## src/rtl/seg7_pkg.sv

```systemverilog
// seg7_pkg: shared BCD/7-segment types, the segment code table and decimal-to-BCD conversion.
package seg7_pkg;
  typedef logic [3:0] bcd_t;
  typedef logic [6:0] seg7_t;
  localparam seg7_t SEG7_BLANK = 7'h7F;
  function automatic logic [31:0] to_bcd(input int value, input int digits);
    logic [31:0] r;
    int v;
    r = '0;
    v = value;
    for (int i = 0; i < 8; i++) begin
      if (i < digits) r[4*i+:4] = 4'(v % 10);
      v = v / 10;
    end
    return r;
  endfunction
  // Active-low, bit order {a,b,c,d,e,f,g}; non-decimal codes show blank.
  function automatic seg7_t seg7_encode(input bcd_t d);
    case (d)
      4'd0: return 7'b0000001;
      4'd1: return 7'b1001111;
      4'd2: return 7'b0010010;
      4'd3: return 7'b0000110;
      4'd4: return 7'b1001100;
      4'd5: return 7'b0100100;
      4'd6: return 7'b0100000;
      4'd7: return 7'b0001111;
      4'd8: return 7'b0000000;
      4'd9: return 7'b0000100;
      default: return SEG7_BLANK;
    endcase
  endfunction
endpackage

```

## src/rtl/bcd_digit.sv

```systemverilog
// bcd_digit: one decimal digit that steps up/down when its carry/borrow input is set, with parallel load.
module bcd_digit
  import seg7_pkg::*;
(
  input  logic clk,
  input  logic reset,
  input  logic load,
  input  bcd_t load_digit,
  input  logic step,
  input  logic up,
  input  logic carry_in,
  output bcd_t digit,
  output logic carry_out
);
  bcd_t digit_q, digit_d;
  assign carry_out = carry_in && (up ? digit_q == 4'd9 : digit_q == 4'd0);
  always_comb
    digit_d = load ? load_digit
            : !(step && carry_in) ? digit_q
            : up ? (digit_q == 4'd9 ? 4'd0 : digit_q + 4'd1)
            : (digit_q == 4'd0 ? 4'd9 : digit_q - 4'd1);
  always_ff @(posedge clk or negedge reset)
    if (!reset) digit_q <= '0;
    else digit_q <= digit_d;
  assign digit = digit_q;
endmodule

```

## src/rtl/bcd_display_counter.sv

```systemverilog
// bcd_display_counter: prescaled N-digit BCD up/down counter with load, wrap pulse and 7-segment drive.
module bcd_display_counter
  import seg7_pkg::*;
#(
  parameter int CLK_FREQ  = 50_000_000,
  parameter int TICK_FREQ = 1,
  parameter int DIGITS    = 4,
  parameter int MAX_COUNT = 9999,
  parameter int BLANK_LZ  = 0
) (
  input  logic                clk,
  input  logic                reset,
  input  logic                enable,
  input  logic                up,
  input  logic                load,
  input  logic [4*DIGITS-1:0] load_value,
  output logic [4*DIGITS-1:0] count,
  output logic [7*DIGITS-1:0] segs,
  output logic                tick,
  output logic                tc
);
  localparam int DIV = CLK_FREQ / TICK_FREQ;
  localparam int PW = $clog2(DIV) + 1;
  localparam int W = 4 * DIGITS;
  localparam logic [W-1:0] MAX_BCD = W'(to_bcd(MAX_COUNT, DIGITS));
  logic [PW-1:0] pcnt_q, pcnt_d;
  logic tick_q, tick_d, tc_q, tc_d;
  logic step, wrap, load_ok, digit_load, count_step, lz;
  logic [W-1:0] digit_val;
  logic [DIGITS:0] carry;
  assign step = enable && pcnt_q == PW'(DIV - 1);
  // With carry[0] tied high, the full borrow chain is set exactly when every digit is zero.
  assign wrap = up ? count == MAX_BCD : carry[DIGITS];
  always_comb begin
    load_ok = load_value <= MAX_BCD;
    for (int k = 0; k < DIGITS; k++) load_ok = load_ok && load_value[4*k+:4] <= 4'd9;
  end
  assign digit_load = load || (step && wrap);
  assign count_step = step && !load && !wrap;
  assign digit_val = load ? (load_ok ? load_value : '0) : (up ? '0 : MAX_BCD);
  assign pcnt_d = load ? '0 : !enable ? pcnt_q : step ? '0 : pcnt_q + 1'b1;
  assign tick_d = step && !load;
  assign tc_d = step && !load && wrap;
  always_ff @(posedge clk or negedge reset)
    if (!reset) begin
      pcnt_q <= '0;
      tick_q <= 1'b0;
      tc_q   <= 1'b0;
    end else begin
      pcnt_q <= pcnt_d;
      tick_q <= tick_d;
      tc_q   <= tc_d;
    end
  assign carry[0] = 1'b1;
  for (genvar g = 0; g < DIGITS; g++) begin : g_digit
    bcd_digit u_digit (
      .clk       (clk),
      .reset     (reset),
      .load      (digit_load),
      .load_digit(digit_val[4*g+:4]),
      .step      (count_step),
      .up        (up),
      .carry_in  (carry[g]),
      .digit     (count[4*g+:4]),
      .carry_out (carry[g+1])
    );
  end
  always_comb begin
    lz = 1'b1;
    segs = '0;
    for (int k = DIGITS - 1; k >= 0; k--) begin
      lz = lz && count[4*k+:4] == 4'd0;
      segs[7*k+:7] = (BLANK_LZ != 0 && k > 0 && lz) ? SEG7_BLANK : seg7_encode(count[4*k+:4]);
    end
  end
  assign tick = tick_q;
  assign tc = tc_q;
endmodule

```

## config.mk

```make
export PLATFORM = sky130hd
export DESIGN_NAME = bcd_display_counter
export DESIGN_NICKNAME = d
export VERILOG_FILES = /design/src/rtl/seg7_pkg.sv /design/src/rtl/bcd_digit.sv /design/src/rtl/bcd_display_counter.sv
export SDC_FILE = /design/constraint.sdc
export NUM_CORES = 1
export LEC_CHECK = 0
export BUFFER_PORTS_ARGS = -buffer_cell sky130_fd_sc_hd__buf_2
export CAP_MARGIN = 20
export CORE_MARGIN = 3
export CORE_UTILIZATION = 51
export CTS_CLUSTER_DIAMETER = 120
export DETAILED_ROUTE_END_ITERATION = 10
export GPL_TIMING_DRIVEN = 1
export HOLD_SLACK_MARGIN = 0.03
export PLACE_DENSITY = 0.73
export SLEW_MARGIN = 40
export SYNTH_ARGS = -nofsm -noshare
export SYNTH_HDL_FRONTEND = slang
export SYNTH_HIERARCHICAL = 1
export SYNTH_SLANG_ARGS = --single-unit
export TNS_END_PERCENT = 100
```

## constraint.sdc

```tcl
create_clock -name clk -period 9.1 [get_ports clk]
set_input_delay 1.82 -clock clk [delete_from_list [all_inputs] [get_ports clk]]
set_output_delay 1.82 -clock clk [all_outputs]
set_load 0.1 [all_outputs]
```

==> impl_results.md, run 1 <==
- P&R area growth vs syn: 10.3%
- Detailed Route WL: 9.88 mm
- Initial Utilization: 53.9%
- Register area share after synthesis: 28.2%
- Rows: 31
- Crit start category: input port
- Final core occ: 59.4%
- Layout cells sized above 1: 16.0%
- Hold_buf cts: 0
- Tot GR Track Use: 22.9%
- Count of final setup violators: 0
- Slew headroom: 47.1%
- IO buf count: 66
- Slew of the pin with the lowest slew margin: 790 ps
- Setup slack after placement: 3610 ps
- Worst-skew pair later-pin latency: 310 ps
- Antenna Cells: 0
- #FFs+latches synth: 45
- Number of synthesized flops with an enable pin: 0
- Most frequent cells in the layout: nor2_1, buf_2, dfrtp_1
- Die extent in y: 94.5 um
- Final Max Tran Viols: 0
- CP endpoint kind: flop
- Max-Cap Viols: 0
- Post-CTS Setup Repair Bufs: 0
- # nets final: 604
- First-pass GRT wire length: 16.9 mm
- Antenna viol nets, final: 0
- Initial antenna violation count: 0
- CTS tree: yes
- I/O pin count: 67
- Hold Fails Final Rpt: 0
- Num CTS Buffers: 5
- Core area: 0.00741 mm2
- Die X-Extent: 94.5 um
- Clk_skew: 11.5 ps
- CP Class: input port to flop
- Min Clock Period, post-route: 5230 ps
- GP Congestion: 0.921
- Post-synth ARST share: 100%
- Maximum vdd ir drop: 124 uV
- Setup TNS: 0 ps
- Vias in the first global route: 3636
- Main synth FF type: dfrtp_1
- DR iter-0 viols: 331
- Overall Power: 0.695 mW
- Die area: 0.00892 mm2
- Placed Cells: 654
- Maximum clock insertion buffer count: 2
- DP HPWL: 6.84 mm
- Fin cells: 662
- Distinct cells, synth: 49
- Status: finished clean
- Min-Delay Path Class: flop to flop
- Cell Pwr Density: 158 mW/mm2
- Drt drc: 0
- Root buf cell: clkbuf_8
- Gr ovfl total: 0
- PnR worst setup slack: 3870 ps
- Reg clk slew, reported paths: 100 ps
- Static Leak: 1.99 nW
- RSZ-0062 raised after global routing: false
- Largest net degree at the start of global routing: 46
- Cells after Synth: 517
- Period utilization: 57.5%
- Max Fclk: 191 MHz
- H-Tree Depth: 2
- Synthesis Warnings: 6
- Avg Inst Size Synth: 7.72 um2
- PostCTS Resize Cnt: 0
- Clock Sinks: 45
- CP Data Required Time: 9310 ps
- Routed vias/inst: 5.94
- Mapped cell area: 0.00399 mm2
- Crit-path max FO: 38
- Worst Path Arrival: 5440 ps
- Wirelength per Cell: 14.9 um
- 1st-pass router iterations: 5
- Routed via count: 3935
[flip-flops by register name (all words and copies together), names as in the netlist]
name and flops:
tick 1, pcnt_q 27, g_digit.u_digit/digit 16, tc 1
[final timing paths]
kind / startpoint / to / slack, ps / cells past startpoint
setup / recovery: up / g_digit[1].u_digit/digit[2]$_DFFE_PN0P_ / 3870 / 13
hold / removal: pcnt_q[26]$_DFFE_PN0P_ / pcnt_q[26]$_DFFE_PN0P_ / 550 / 1
setup reg to reg: g_digit[0].u_digit/digit[0]$_DFFE_PN0P_ / g_digit[1].u_digit/digit[2]$_DFFE_PN0P_ / 5180 / 12
hold reg to reg: pcnt_q[26]$_DFFE_PN0P_ / pcnt_q[26]$_DFFE_PN0P_ / 550 / 1
max in group asynchronous: reset / g_digit[1].u_digit/digit[1]$_DFFE_PN0P_ / 7210 / 1
min in group asynchronous: reset / pcnt_q[10]$_DFFE_PN0P_ / 1500 / 1
[Yosys cell counts, types with 12 or more instances]
master	instances	share of area, %
dfrtp_1	45	28
nor3_1	17	2.1
inv_1	32	3.0
xnor2_1	15	3.3
a21o_1	16	3.0
nor2_1	66	6.2
and3_1	12	1.9
ha_1	21	6.6
and2_1	13	2.0
clkbuf_1	19	1.8
a31oi_1	17	2.7
xor2_1	16	3.5
nand2_1	44	4.1
nand3_1	16	2.0
a21oi_1	23	2.9
o21ai_0	25	3.1
[stage by stage]
step	hold slack (ps)	area [um2]
floorplan	489	3990
global placement	517	4300
detailed placement	537	4310
CTS	554	4400
global route	595	4400
finish	555	4400
[routing by layer]
layer,track usage (%),up-vias,routed length (um)
met3,2.55,12,721
met4,7.09,0,114
met1,33.2,1848,4540
met5,0,-,0
li1,-,1927,-
met2,35.8,148,4500
[critical path: stages]
cell and delay [ps]:
buf_2 480, and3_1 240, nor2_1 40, nor4b_1 330, nor4b_1 310, nor4b_1 310, nor4b_1 320, a21oi_1 150
o21ai_1 640, buf_4 310, inv_1 110, o2111a_1 140, a221oi_1 220
[layout make-up]
cell class	instances	area (um2)
Clock buffer	5	68.8
Inverter	32	120
Timing Repair Buffer	67	340
Tap cell	99	124
Sequential cell	45	1130
Fill cell	679	3010
Clock inverter	3	25.0
Multi-Input combinational cell	411	2600
[power by group]
| part | leakage, nW | switching, mW | internal (mW) |
|---|---|---|---|
| registers | 0.602 | 0.0299 | 0.206 |
| logic | 1.34 | 0.263 | 0.0604 |
| clock network | 0.0447 | 0.0795 | 0.0556 |
[cells by family (layout without fill, tap and decap cells)]
group | Yosys count | after routing | share of synthesized area [%]
and+or+nand+nor | 235 | 235 | 30.4
xor gates and xnor gates | 31 | 31 | 6.80
buffers and inverters | 62 | 107 | 6.80
DFF | 45 | 45 | 28.2
adders and majority gates | 21 | 21 | 6.59
muxes | 2 | 2 | 0.502
other | 1 | 2 | 0.0940
AOI/OAI and AO/OA | 120 | 120 | 20.5
Power figures use the tool's default switching activity.
==> run 2: changes to the inputs <==
- clock period: 9.1 -> 5.19 ns (I/O delays scaled with it)
==> run 2 against run 1 <==
  * Power is 74% higher
  * Clock power is 67% higher
  * Cell area hardly changed
  * Core utilization is 0.051 points higher
  * Largest power group unchanged
  * Critical endpoint is now g_digit[0].u_digit/digit[2]$_DFFE_PN0P_
  * Non-clock buffer count is 1 higher
  * Critical path depth is 1 lower
  * Worst setup slack worse by 2600 ps
==> impl_results.md, run 2 (same netlist as run 1, synthesis figures left out) <==
- Status: finished clean
- IO buf count: 66 (unchanged)
- CP delay by family, top: simple AND/OR/NAND/NOR gates
- Hold path endpoint: pcnt_q[26]$_DFFE_PN0P_
- Reg clk slew, reported paths: 90 ps (about the same)
- RSZ-0062 raised after global routing: false
- Final Max Tran Viols: 0 (unchanged)
- Maximum clock insertion buffer count: 2 (unchanged)
- P&R area growth vs syn: 10.4% (about the same)
- GP Congestion: 0.889 (-3.4%)
- Static Leak: 1.99 nW (+0.23%)
- Num CTS Buffers: 5 (unchanged)
- CP peak stage delay: 480 ps (-160 ps)
- Max-Cap Viols: 0 (unchanged)
- Root buf cell: clkbuf_8
- Gr ovfl total: 0 (unchanged)
- Routed via count: 3929 (-0.15%)
- Worst R2R Setup Slack: 1780 ps (-3400 ps)
- H-Tree Depth: 2 (unchanged)
- Max Fclk: 255 MHz
- Routed vias/inst: 5.93 (-0.30%)
- Fin cells: 663 (+0.15%)
- Largest net degree at the start of global routing: 46 (unchanged)
- Final core occ: 59.5% (about the same)
- PnR worst setup slack: 1260 ps (-2610 ps)
- Clk_skew: 5.42 ps (-6.06 ps)
- CP Class: input port to flop
- Cell mode on critical path: nor4b_1
- Detailed Route WL: 9.87 mm (about the same)
- Cell area after placement: 0.00432 mm2 (+0.17%)
- Hold Crit Start: pcnt_q[26]$_DFFE_PN0P_
- Worst Path Arrival: 4110 ps (-1330 ps)
- Clock Sinks: 45 (unchanged)
- PostCTS Resize Cnt: 0 (unchanged)
- Layout cells sized above 1: 16.1% (+0.15 points)
- Hold Fails Final Rpt: 0 (unchanged)
- Worst-skew pair later-pin latency: 300 ps (about the same)
- I/O pin count: 67 (unchanged)
- Tot GR Track Use: 22.9% (+0.044 points)
- Vias in the first global route: 3518 (-3.2%)
- Slew headroom: 49.2% (+2.1 points)
- Crit start category: input port
- Min-Delay Path Class: flop to flop
- First-pass GRT wire length: 16.8 mm (-0.53%)
- CTS tree: yes
- Die X-Extent: 94.5 um (unchanged)
- Setup TNS: 0 ps (unchanged)
- Hold_buf cts: 0 (unchanged)
- DR iter-0 viols: 289 (-13%)
- Min Clock Period, post-route: 3930 ps
- Placed Cells: 655 (+0.15%)
- Die extent in y: 94.5 um (unchanged)
- Rows: 31 (unchanged)
- RR Endpoint: g_digit[0].u_digit/digit[2]$_DFFE_PN0P_
- Antenna Cells: 0 (unchanged)
- Hold slack: 561 ps (+6.07 ps)
- Cell Pwr Density: 274 mW/mm2 (+74%)
- 1st-pass router iterations: 5 (unchanged)
- Worst path slowest cell: buf_2
- Overall Power: 1.21 mW (+74%)
- Top reg by flops: pcnt_q
- # nets final: 605 (+0.17%)
- Most frequent cells in the layout: nor2_1, buf_2, dfrtp_1
- Reg-to-reg critical path startpoint: g_digit[0].u_digit/digit[0]$_DFFE_PN0P_
- Initial Utilization: 53.9% (unchanged)
- Core area: 0.00741 mm2 (unchanged)
- CP Data Required Time: 5370 ps (-3940 ps)
- Wirelength per Cell: 14.9 um (-0.21%)
- Maximum vdd ir drop: 215 uV (+72%)
- Worst path depth: 12 (-1)
- Setup slack after placement: 975 ps (-2630 ps)
- Largest register FFs: 27 (unchanged)
- Drt drc: 0 (unchanged)
- Buffers plus inverters on the worst setup path: 1 (-2)
- Slew of the pin with the lowest slew margin: 759 ps (-31.6 ps)
- Post-CTS Setup Repair Bufs: 0 (unchanged)
- Die area: 0.00892 mm2 (unchanged)
- Post-route cell area: 0.00441 mm2 (about the same)
- Worst Hold Depth: 1 (unchanged)
- CP Cell Sequence: buf_2 -> and3_1 -> nor2_1 -> nor4b_1 -> nor4b_1 -> nor4b_1 -> nor4b_1 -> a21oi_1 -> and2_1 -> and2_1 -> a311oi_1 -> a221oi_1
- Crit-path max FO: 38 (unchanged)
- R2R depth: 11 (-1)
- Antenna viol nets, final: 0 (unchanged)
- Count of final setup violators: 0 (unchanged)
- DP HPWL: 7.01 mm (+2.5%)
- CP endpoint kind: flop
- Period utilization: 75.7%
- Initial antenna violation count: 0 (unchanged)
-- run 2: changes by cell type in the layout (fill, tap and decap cells not counted) --
| cell | delta |
|---|---|
| buf_4 | +1 |
| clkinv_4 | -1 |
| clkinv_2 | +1 |
-- run 2: routing by layer --
layer	global-route usage, %	part of all wire [%]	wire, um	up-vias
met5	0	0	0	-
met4	5.29	0.84	83	0
met3	3.43	6.9	683	10
met2	35.3	46	4510	138
met1	33.9	47	4600	1857
li1	-	-	-	1924
-- run 2: worst max path at each step --
| stage | endpoint | from |
|---|---|---|
| finish | g_digit[0].u_digit/digit[2]$_DFFE_PN0P_ | up |
| global route | g_digit[2].u_digit/digit[2]$_DFFE_PN0P_ | up |
| CTS | g_digit[0].u_digit/digit[2]$_DFFE_PN0P_ | up |
| detailed placement | g_digit[1].u_digit/digit[2]$_DFFE_PN0P_ | up |
| global placement | g_digit[2].u_digit/digit[2]$_DFFE_PN0P_ | up |
| floorplan | segs[2] | g_digit[0].u_digit/digit[1]$_DFFE_PN0P_ |
-- run 2: power breakdown --
group          leakage, nW  internal (mW)  total, mW  switching (mW)
clock network       0.0445         0.0957      0.225           0.130
logic                 1.35          0.106      0.569           0.462
registers            0.602          0.361      0.415          0.0535
-- run 2: area by class of cell --
class                      count  area [um2]
clock inverter                 3        21.3
sequential                    45        1130
clock buffer                   5        68.8
multi-input combinational    411        2600
tap                           99         124
inverter                      32         120
timing repair buffer          68         348
fill                         690        3000
